`config.mk`:
```
export PLATFORM = sky130hd
export DESIGN_NAME = auth_request_arbiter
export DESIGN_NICKNAME = d
export VERILOG_FILES = /design/src/rtl/auth_request_arbiter.sv
export SDC_FILE = /design/constraint.sdc
export NUM_CORES = 1
export LEC_CHECK = 0
export BUFFER_PORTS_ARGS = -buffer_cell sky130_fd_sc_hd__buf_4
export CAP_MARGIN = 20
export CORE_ASPECT_RATIO = 1.75
export CORE_MARGIN = 1
export CORE_UTILIZATION = 30
export CTS_CLUSTER_SIZE = 10
export DETAILED_ROUTE_END_ITERATION = 10
export PLACE_DENSITY = 0.59
export SYNTH_ARGS = -nofsm -noshare
export SYNTH_HDL_FRONTEND = slang
export SYNTH_SLANG_ARGS = --single-unit
```
`constraint.sdc`:
```
create_clock -name clk -period 2.7 [get_ports clk]
set_input_delay 0.135 -clock clk [delete_from_list [all_inputs] [get_ports clk]]
set_output_delay 0.135 -clock clk [all_outputs]
set_load 0.01 [all_outputs]
```
`src/rtl/auth_request_arbiter.sv`:
```
`default_nettype none
// ============================================================================
//  Module      : auth_request_arbiter
//  Description : Round-robin arbiter between PD and DEBUG authentication
//                requesters in front of a single authentication driver.
//  Revision    : 1.0  initial release
// ============================================================================

module auth_request_arbiter #(
    parameter int TIMEOUT_CYCLES = 1000,
    parameter int TIMER_W        = 16
) (
    input  logic       clk,
    input  logic       reset,
    input  logic       pd_req_valid,
    input  logic [5:0] pd_req,
    output logic       pd_req_ready,
    input  logic       dbg_req_valid,
    input  logic [5:0] dbg_req,
    output logic       dbg_req_ready,
    output logic [7:0] drv_request,
    input  logic       drv_pd_in_ready,
    input  logic       drv_dbg_in_ready,
    input  logic       drv_msg_ready,
    output logic       drv_ack,
    output logic       pd_done,
    output logic       dbg_done,
    output logic       pd_err,
    output logic       dbg_err,
    output logic       busy
);

    localparam int S_IDLE   = 0;
    localparam int S_ISSUE  = 1;
    localparam int S_WAIT   = 2;
    localparam int S_ACK    = 3;
    localparam int S_ABORT  = 4;
    localparam int S_REJECT = 5;

    localparam logic [5:0] ST_IDLE   = 6'b000001;
    localparam logic [5:0] ST_ISSUE  = 6'b000010;
    localparam logic [5:0] ST_WAIT   = 6'b000100;
    localparam logic [5:0] ST_ACK    = 6'b001000;
    localparam logic [5:0] ST_ABORT  = 6'b010000;
    localparam logic [5:0] ST_REJECT = 6'b100000;

    localparam logic [1:0] REQR_PD  = 2'b01;
    localparam logic [1:0] REQR_DBG = 2'b10;

    localparam logic [TIMER_W-1:0] TIMER_LAST = TIMER_W'(TIMEOUT_CYCLES - 1);

    logic [5:0]         state_q, state_d;
    logic               pd_full_q, pd_full_d;
    logic               dbg_full_q, dbg_full_d;
    logic [5:0]         pd_slot_q, pd_slot_d;
    logic [5:0]         dbg_slot_q, dbg_slot_d;
    logic               grant_dbg_q, grant_dbg_d;
    logic               last_grant_dbg_q, last_grant_dbg_d;
    logic [7:0]         drv_request_q, drv_request_d;
    logic [TIMER_W-1:0] timer_q, timer_d;

    logic       w_pd_accept;
    logic       w_dbg_accept;
    logic       w_any_full;
    logic       w_pick_dbg;
    logic [5:0] w_pick_word;
    logic       w_pick_legal;
    logic       w_in_ready;
    logic       w_timeout;
    logic       w_final;

    assign w_pd_accept  = pd_req_valid & ~pd_full_q;
    assign w_dbg_accept = dbg_req_valid & ~dbg_full_q;
    assign w_any_full   = pd_full_q | dbg_full_q;
    // DEBUG wins only when alone or when PD was served last
    assign w_pick_dbg   = dbg_full_q & (~pd_full_q | ~last_grant_dbg_q);
    assign w_pick_word  = w_pick_dbg ? dbg_slot_q : pd_slot_q;
    assign w_pick_legal = ^w_pick_word[5:4];
    assign w_in_ready   = grant_dbg_q ? drv_dbg_in_ready : drv_pd_in_ready;
    // >= keeps the abort reachable even if in_ready lands on the last cycle
    assign w_timeout    = (timer_q >= TIMER_LAST);
    assign w_final      = state_q[S_ACK] | state_q[S_ABORT] | state_q[S_REJECT];

    always_ff @(posedge clk) begin
        if (reset) begin
            state_q <= ST_IDLE;
        end else begin
            state_q <= state_d;
        end
    end

    always_comb begin
        state_d = state_q;
        case (state_q)
            ST_IDLE: begin
                if (w_any_full) begin
                    state_d = w_pick_legal ? ST_ISSUE : ST_REJECT;
                end
            end
            ST_ISSUE: begin
                if (w_in_ready) begin
                    state_d = ST_WAIT;
                end else if (w_timeout) begin
                    state_d = ST_ABORT;
                end
            end
            ST_WAIT: begin
                if (drv_msg_ready) begin
                    state_d = ST_ACK;
                end else if (w_timeout) begin
                    state_d = ST_ABORT;
                end
            end
            ST_ACK, ST_ABORT, ST_REJECT: state_d = ST_IDLE;
            default:                     state_d = ST_IDLE;
        endcase
    end

    always_comb begin
        pd_req_ready  = ~pd_full_q;
        dbg_req_ready = ~dbg_full_q;
        drv_request   = drv_request_q;
        busy          = ~state_q[S_IDLE];
        drv_ack       = state_q[S_ACK] | state_q[S_ABORT];
        pd_done       = state_q[S_ACK] & ~grant_dbg_q;
        dbg_done      = state_q[S_ACK] & grant_dbg_q;
        pd_err        = (state_q[S_ABORT] | state_q[S_REJECT]) & ~grant_dbg_q;
        dbg_err       = (state_q[S_ABORT] | state_q[S_REJECT]) & grant_dbg_q;
    end

    always_comb begin
        pd_full_d        = pd_full_q;
        dbg_full_d       = dbg_full_q;
        pd_slot_d        = w_pd_accept ? pd_req : pd_slot_q;
        dbg_slot_d       = w_dbg_accept ? dbg_req : dbg_slot_q;
        grant_dbg_d      = state_q[S_IDLE] ? w_pick_dbg : grant_dbg_q;
        last_grant_dbg_d = w_final ? grant_dbg_q : last_grant_dbg_q;
        drv_request_d    = '0;
        timer_d          = '0;

        if (w_final && !grant_dbg_q) begin
            pd_full_d = 1'b0;
        end else if (w_pd_accept) begin
            pd_full_d = 1'b1;
        end

        if (w_final && grant_dbg_q) begin
            dbg_full_d = 1'b0;
        end else if (w_dbg_accept) begin
            dbg_full_d = 1'b1;
        end

        // Request word is loaded on entry to ISSUE and held only while there
        if (state_d == ST_ISSUE) begin
            drv_request_d = state_q[S_IDLE] ?
                            {(w_pick_dbg ? REQR_DBG : REQR_PD), w_pick_word} :
                            drv_request_q;
        end

        if (state_q[S_ISSUE] || state_q[S_WAIT]) begin
            timer_d = timer_q + TIMER_W'(1);
        end
    end

    always_ff @(posedge clk) begin
        if (reset) begin
            pd_full_q        <= 1'b0;
            dbg_full_q       <= 1'b0;
            pd_slot_q        <= '0;
            dbg_slot_q       <= '0;
            grant_dbg_q      <= 1'b0;
            last_grant_dbg_q <= 1'b1;
            drv_request_q    <= '0;
            timer_q          <= '0;
        end else begin
            pd_full_q        <= pd_full_d;
            dbg_full_q       <= dbg_full_d;
            pd_slot_q        <= pd_slot_d;
            dbg_slot_q       <= dbg_slot_d;
            grant_dbg_q      <= grant_dbg_d;
            last_grant_dbg_q <= last_grant_dbg_d;
            drv_request_q    <= drv_request_d;
            timer_q          <= timer_d;
        end
    end

endmodule

`default_nettype wire

```
==> results of run 1 <==
## layout make-up
type	count	area [um2]	share of cell area (%)
Multi-Input combinational cell	152	1060	40.8
Timing Repair Buffer	38	285	11.0
Sequential cell	46	921	35.5
Clock inverter	2	60.1	2.31
Inverter	8	30.0	1.16
Tap cell	82	103	3.95
Clock buffer	6	139	5.35
## power groups by stage
stage / clock network, mW / logic [mW] / registers (mW)
5_1_grt: 0.850 / 0.294 / 0.736
4_1_cts: 0.833 / 0.272 / 0.733
3_5_place_dp: 0 / 0.271 / 0.748
2_1_floorplan: 0 / 0.193 / 0.739
3_3_place_gp: 0 / 0.270 / 0.747
6_report: 0.809 / 0.268 / 0.733
## layout by cell type, fill, tap and decap left out, types with 2 or more instances in the layout
cell type and instances:
or3_1 4, xor2_1 5, nor3_1 6, dfxtp_1 46, o21ai_0 5, nand4_1 3, inv_1 8, mux2i_1 19
nor2b_1 4, a21oi_1 6, nor3_2 3, and3_1 2, mux2_2 3, nor2_1 39, nand2_1 5, a2111oi_2 4
bufinv_16 2, nand3_1 10, nor4_1 4, buf_4 38, clkbuf_16 5, xnor2_1 9
## cells by family (layout without fill, tap and decap cells)
family / count (synthesis) / in the layout / share of synthesized area, %
buffers and inverters: 19 / 54 / 3.59
muxes: 22 / 22 / 10.9
AOI/OAI and AO/OA: 26 / 26 / 11.0
DFF: 46 / 46 / 44.8
and+or+nand+nor: 89 / 89 / 23.1
adders and majority gates: 1 / 1 / 0.609
xor gates and xnor gates: 14 / 14 / 5.97
## critical path: cells and delay by family (launching register included)
kind / cells / cell delay (ns)
DFF: 1 / 0.42
and+or+nand+nor: 2 / 0.31
AOI/OAI and AO/OA: 2 / 0.94
## flip-flops by register name (all words and copies together) (netlist names)
register,cells
dbg_full_q,1
dbg_slot_q,6
drv_request,8
grant_dbg_q,1
last_grant_dbg_q,1
pd_full_q,1
pd_slot_q,6
state_q,6
timer_q,16
## final timing paths
kind	to	slack, ns
setup reg to reg	drv_request[5]$_SDFFE_PP0P_	0.90
setup / recovery	drv_request[5]$_SDFFE_PP0P_	0.90
hold reg to reg	timer_q[0]$_SDFF_PP0_	0.46
hold / removal	dbg_full_q$_SDFFE_PP0P_	0.05
## synth_stat cells
| library cell | n |
|---|---|
| nor3b_4 | 1 |
| or2_2 | 1 |
| mux2i_1 | 19 |
| and3_1 | 2 |
| o31ai_1 | 1 |
| nor2b_1 | 4 |
| xnor2_1 | 9 |
| a2111oi_2 | 4 |
| inv_1 | 8 |
| buf_1 | 1 |
| and2_1 | 1 |
| a21o_1 | 1 |
| or3_1 | 4 |
| nor4_4 | 1 |
| o311a_1 | 1 |
| nand3_1 | 10 |
| a32oi_4 | 1 |
| and4_1 | 1 |
| or4_4 | 1 |
| nor2_1 | 39 |
| o21ai_0 | 5 |
| nor3b_1 | 1 |
| a211oi_2 | 1 |
| o21a_1 | 1 |
| nand4_1 | 3 |
| o21bai_1 | 1 |
| xor2_1 | 5 |
| buf_2 | 2 |
| ha_1 | 1 |
| nor3_2 | 3 |
| a211oi_1 | 1 |
| clkbuf_1 | 8 |
| dfxtp_1 | 46 |
| nand2_1 | 5 |
| a21boi_0 | 1 |
| mux2_2 | 3 |
| nor4_1 | 4 |
| nor3_1 | 6 |
| nand2b_1 | 1 |
| o211ai_1 | 1 |
| a21oi_1 | 6 |
| or4_1 | 1 |
| a22oi_1 | 1 |
## through the flow
stage / utilization [%] / hold WS, ns / power, mW / instance area, um2
global placement: 36.4 / 0.339 / 1.02 / 2400
finish: 39.4 / 0.0496 / 1.81 / 2600
global route: 39.4 / 0.0538 / 1.88 / 2600
detailed placement: 36.4 / 0.341 / 1.02 / 2400
CTS: 39.4 / 0.0430 / 1.84 / 2600
floorplan: - / 0.245 / 0.932 / 2050
## routing by layer
layer | wire, um | vias up | track usage, %
li1 | - | 819 | -
met1 | 1600 | 754 | 13.0
met2 | 2560 | 39 | 25.5
met3 | 183 | 11 | 3.79
met4 | 109 | 0 | 6.67
met5 | 0 | - | 0
==> impl_results.md, run 1 <==
- Outcome: completed
- Root buffer cell: clkbuf_16
- Post-CTS setup buffer count: 0
- Global-route wire length before repair: 7440 um
- Row count: 39
- Worst Path Max Fanout: 9
- Drt pass-1 iters: 4
- Gp weighted congestion: 0.847
- Setup slack after layout: 0.902 ns
- Initial antenna violation count: 0
- Die X: 64.6 um
- CTS tree: yes
- Leak Pwr: 0.994 nW
- Hold_sp: dbg_req_valid
- Mean Syn Cell Area: 9.47 um2
- Fmax: 0.556 GHz
- Register share of total power: approximately two fifths
- RSZ-0062 raised after global routing: false
- Total Neg Setup Slack: 0 ns
- Max stage delay on crit path: 0.48 ns
- Syn-to-layout area delta: 26.4%
- Antenna Nets Post-Route: 0
- Startpoint types: flop
- Max IR drop VDD: slightly below 0.0005 V
- Post-CTS Hold Buffers: 0
- Clk sinks: 46
- N_diodes: 0
- Slew headroom: 43.3%
- R2r startpoint: timer_q[6]$_SDFF_PP0_
- Final Critical Period: 1.80 ns
- Clock tree buffer depth: 2
- Worst EP required: 2.86 ns
- Number of port buffers: 34
- Gr ovfl total: 0
- Net count, final: 271
- Crit path capture type: flop
- Mapped Cells: between 200 and 250
- Worst-margin pin slew: 0.849 ns
- Synth top area cells: dfxtp_1 (45%), mux2i_1 (9.3%), nor2_1 (7.1%), xnor2_1 (3.8%), a2111oi_2 (2.9%)
- Clock Skew: 0.00356 ns
- Fin. Hold Viols: 0
- HPWL after DPL: 3350 um
- Reg2Reg Depth: 4
- Syn Nets: between 200 and 250
- Pin count of the biggest net entering global routing: 19
- PwrDens: ~700 mW/mm2
- Worst slack, placed: 0.918 ns
- Comb pwr share: 14.8%
- Hold path cells: 2
- # setup viols final: 0
- Fin cells: 334
- Vias in the first global route: roughly 1.6k
- Area leader, netlist: dfxtp_1
- Io pins: 35
- Critical Path Slowest Stage Cell: a32oi_4
- Skew-Pair Late Insertion Delay: about 0.29 ns
- Layout fillers: around 660
- Total global-route track usage: 13.6%
- Seq cells post-synth: 46
- CTS H-tree lvls: 2
- Tcrit/Tclk final: 66.6%
- Total number of vias: 1,623
- CTS resizes: 0
- Register area share after synthesis: between 40 and 50%
- Clock transition at path regs: around 0.060 ns
- Share of cells above drive strength 1: 24.6%
- Slew Limit Fails: 0
- Core area: 0.00659 mm2
- Total CTS buffers: 5
- Routed WL: between 4000 and 5000 um
- Clock power frac: ~45%
- Worst Setup SP: timer_q[6]$_SDFF_PP0_
- DR WL/cell: about 13 um
- Max_cap viols: 0
- Yosys warning count: 0
- Reported net switching power: 0.429 mW
- Sw Share: 23.7%
- Internal: 1.38 mW
- Worst hold path class: input pin to flop
- Vias per cell: 4.86
- Chip height: 111 um
- Synth top area share: 44.8%
- Crit path cell chain: nand4_1 > o311a_1 > a32oi_4 > nor3_2
- Post-synthesis instance area: ~0.002 mm2
- Critical path class: flop to flop
- Remaining DRCs: 0
- Starting density of the core: between 30% and 40%
- Cells after DPL: 326
- Initial DRC Count: 36
- Post-synth cell types: 43
- Arr. time, crit path: 1.96 ns
- DIE AREA: 0.00720 mm2
(Power assumes the default switching activity.)
==> run 2, diff against run 1 <==
--- a/config.mk
+++ b/config.mk
@@ -12,7 +12,7 @@
 export CORE_UTILIZATION = 30
 export CTS_CLUSTER_SIZE = 10
 export DETAILED_ROUTE_END_ITERATION = 10
-export PLACE_DENSITY = 0.59
+export PLACE_DENSITY = 0.61
 export SYNTH_ARGS = -nofsm -noshare
 export SYNTH_HDL_FRONTEND = slang
 export SYNTH_SLANG_ARGS = --single-unit
==> constraint.sdc (replaced) <==
create_clock -name clk -period 1.61 [get_ports clk]
set_input_delay 0.0805 -clock clk [delete_from_list [all_inputs] [get_ports clk]]
set_output_delay 0.0805 -clock clk [all_outputs]
set_load 0.01 [all_outputs]
==> run 2 against run 1 <==
  * The flow now finishes with violations (setup timing)
  * Largest power group is now registers
  * Flip-flop and latch count is the same
  * Clock skew grew 0.0051 ns
  * Core utilization grew 2.9 points
  * Sequential share of layout area shrank 2.4 points
  * Highest routed layer unchanged
  * Via count grew 8.1%
  * Clock power grew 30%
  * First-iteration DRC count grew 8.3%
==> impl_results.md, run 2 (synthesis gave the netlist of run 1 again) <==
- Row count: 39
- Remaining DRCs: 0
- Root buffer cell: clkbuf_16
- Critical path class: flop to flop
- CTS H-tree lvls: 2
- Commonest non-fill, non-tap cells in the layout: buf_4 (62), dfxtp_1 (45), nor2_1 (39)
- Gr ovfl total: 0
- PwrDens: 1020 mW/mm2
- Hold path cells: 3
- Clk sinks: 46
- Fin cells: 360
- Io pins: 35
- Fmax: 0.563 GHz
- Worst R2R End: drv_request[3]$_SDFFE_PP0P_
- Drt pass-1 iters: 4
- Net count, final: ~300
- Total global-route track usage: around 15%
- Syn-to-layout area delta: 35.6%
- Startpoint types: flop
- Reg2Reg Depth: 4
- Tcrit/Tclk final: 110%
- Crit path cell chain: or4_4 > nor3b_4 > a32oi_4 > a2111oi_2
- Skew-Pair Late Insertion Delay: roughly 0.28 ns
- Cells after DPL: ~350
- Max stage delay on crit path: 0.58 ns
- Share of cells above drive strength 1: between 30% and 40%
- Crit path capture type: flop
- Reg with most FFs: timer_q
- Vias in the first global route: 1,817
- Global-route wire length before repair: 8060 um
- Leak Pwr: 1.10 nW
- Slew Limit Fails: 0
- Max IR drop VDD: just under 0.0008 V
- Hold_sp: dbg_req[5]
- Max_cap viols: 0
- Layout fillers: between 600 and 700
- R2r startpoint: state_q[3]$_SDFF_PP0_
- Worst EP required: 1.80 ns
- Initial DRC Count: 39
- Hold endpoint: dbg_slot_q[5]$_SDFFE_PP0P_
- DIE AREA: 0.00720 mm2
- Gp weighted congestion: approximately 0.85
- Failing checks: setup timing
- RSZ-0062 raised after global routing: true
- Slew headroom: approximately 72%
- Vias per cell: 4.88
- Max reg flops: 16
- Antenna Nets Post-Route: 0
- Starting density of the core: 31.2%
- Fin. Hold Viols: 0
- Worst hold path class: input pin to flop
- CTS tree: yes
- Outcome: finished with violations
- N_diodes: 0
- Clock transition at path regs: 0.07 ns
- Worst slack, placed: -0.148 ns
- Total CTS buffers: 5
- Clock Skew: 0.00863 ns
- Pin count of the biggest net entering global routing: 19
- Routed WL: 4960 um
- Setup slack after layout: -0.167 ns
- Die X: 64.6 um
- Initial antenna violation count: 0
- Number of port buffers: 34
- Arr. time, crit path: between 1.5 and 2 ns
- Final core occ: 42.3%
- Commonest non-fill, non-tap cell in the layout: buf_4
- # setup viols final: 10
- Critical Path Slowest Stage Cell: or4_4
- Chip height: around 110 um
- Final Critical Period: 1.78 ns
- Total number of vias: roughly 1.8k
- DR WL/cell: 13.8 um
- Worst Path Max Fanout: 5
- HPWL after DPL: 3640 um
- Worst-margin pin slew: 0.417 ns
- Clock tree buffer depth: 2
- Worst R2R Setup Slack: -0.17 ns
- Core area: 0.00659 mm2
[run 2: routing by layer]
metal / global-route usage (%) / wire [um] / vias to the layer above
met5: 0 / 0 / -
met4: 8.15 / 157 / 0
met3: 2.56 / 120 / 10
met2: 28.8 / 2950 / 35
met1: 13.0 / 1740 / 830
li1: - / - / 880
[run 2: cell type report]
class,instances,area (um2),area share (%)
clock buffer,6,139,4.98
clock inverter,2,16.3,0.584
inverter,8,30.0,1.08
multi-input combinational,153,1100,39.5
sequential,46,922,33.1
tap,82,103,3.68
timing repair buffer,63,475,17.1
[run 2: worst max-delay path by stage]
stage | startpoint | to | slack, ns | cells past startpoint
2_1_floorplan | state_q[3]$_SDFF_PP0_ | drv_request[3]$_SDFFE_PP0P_ | -0.02 | 4
3_3_place_gp | state_q[3]$_SDFF_PP0_ | drv_request[3]$_SDFFE_PP0P_ | -0.08 | 4
3_5_place_dp | state_q[3]$_SDFF_PP0_ | drv_request[2]$_SDFFE_PP0P_ | -0.15 | 4
4_1_cts | state_q[3]$_SDFF_PP0_ | drv_request[2]$_SDFFE_PP0P_ | -0.16 | 4
5_1_grt | state_q[3]$_SDFF_PP0_ | drv_request[3]$_SDFFE_PP0P_ | -0.23 | 4
6_report | state_q[3]$_SDFF_PP0_ | drv_request[3]$_SDFFE_PP0P_ | -0.17 | 4
[run 2: where the power goes]
part / switching, mW / internal [mW] / total, mW / leakage [nW]
sequential: 0.0332 / 1.19 / 1.22 / 0.374
combinational: 0.303 / 0.254 / 0.557 / 0.652
clock: 0.428 / 0.623 / 1.05 / 0.0735
total: 0.764 / 2.06 / 2.83 / 1.10
[run 2: critical path: cells and delay by family, from the launching register on]
kind             cells  cell delay (ns)
AND/OR/NAND/NOR      2             0.92
flip-flops           1             0.32
AO/OA/AOI/OAI        2             0.44
[run 2: what timing repair did]
item,CTS,global route
buffers inserted,2,0
pin swaps,1,3
hold endpoints to repair,1,0
hold buffers,1,0
cloned,1,0
resized for setup,1,3
endpoints found under the setup margin,9,13
[run 2: stage by stage]
step                      hold slack (ns)  setup TNS [ns]  instance area [um2]  power (mW)
after floorplan                     0.191         -0.0966                 2060        1.56
after global placement              0.288          -0.324                 2570        1.76
after detailed placement            0.297          -0.619                 2570        1.77
after CTS                          0.0239           -1.22                 2770        2.85
after global routing               0.0295           -2.11                 2790        2.95
final                              0.0286           -1.37                 2790        2.83
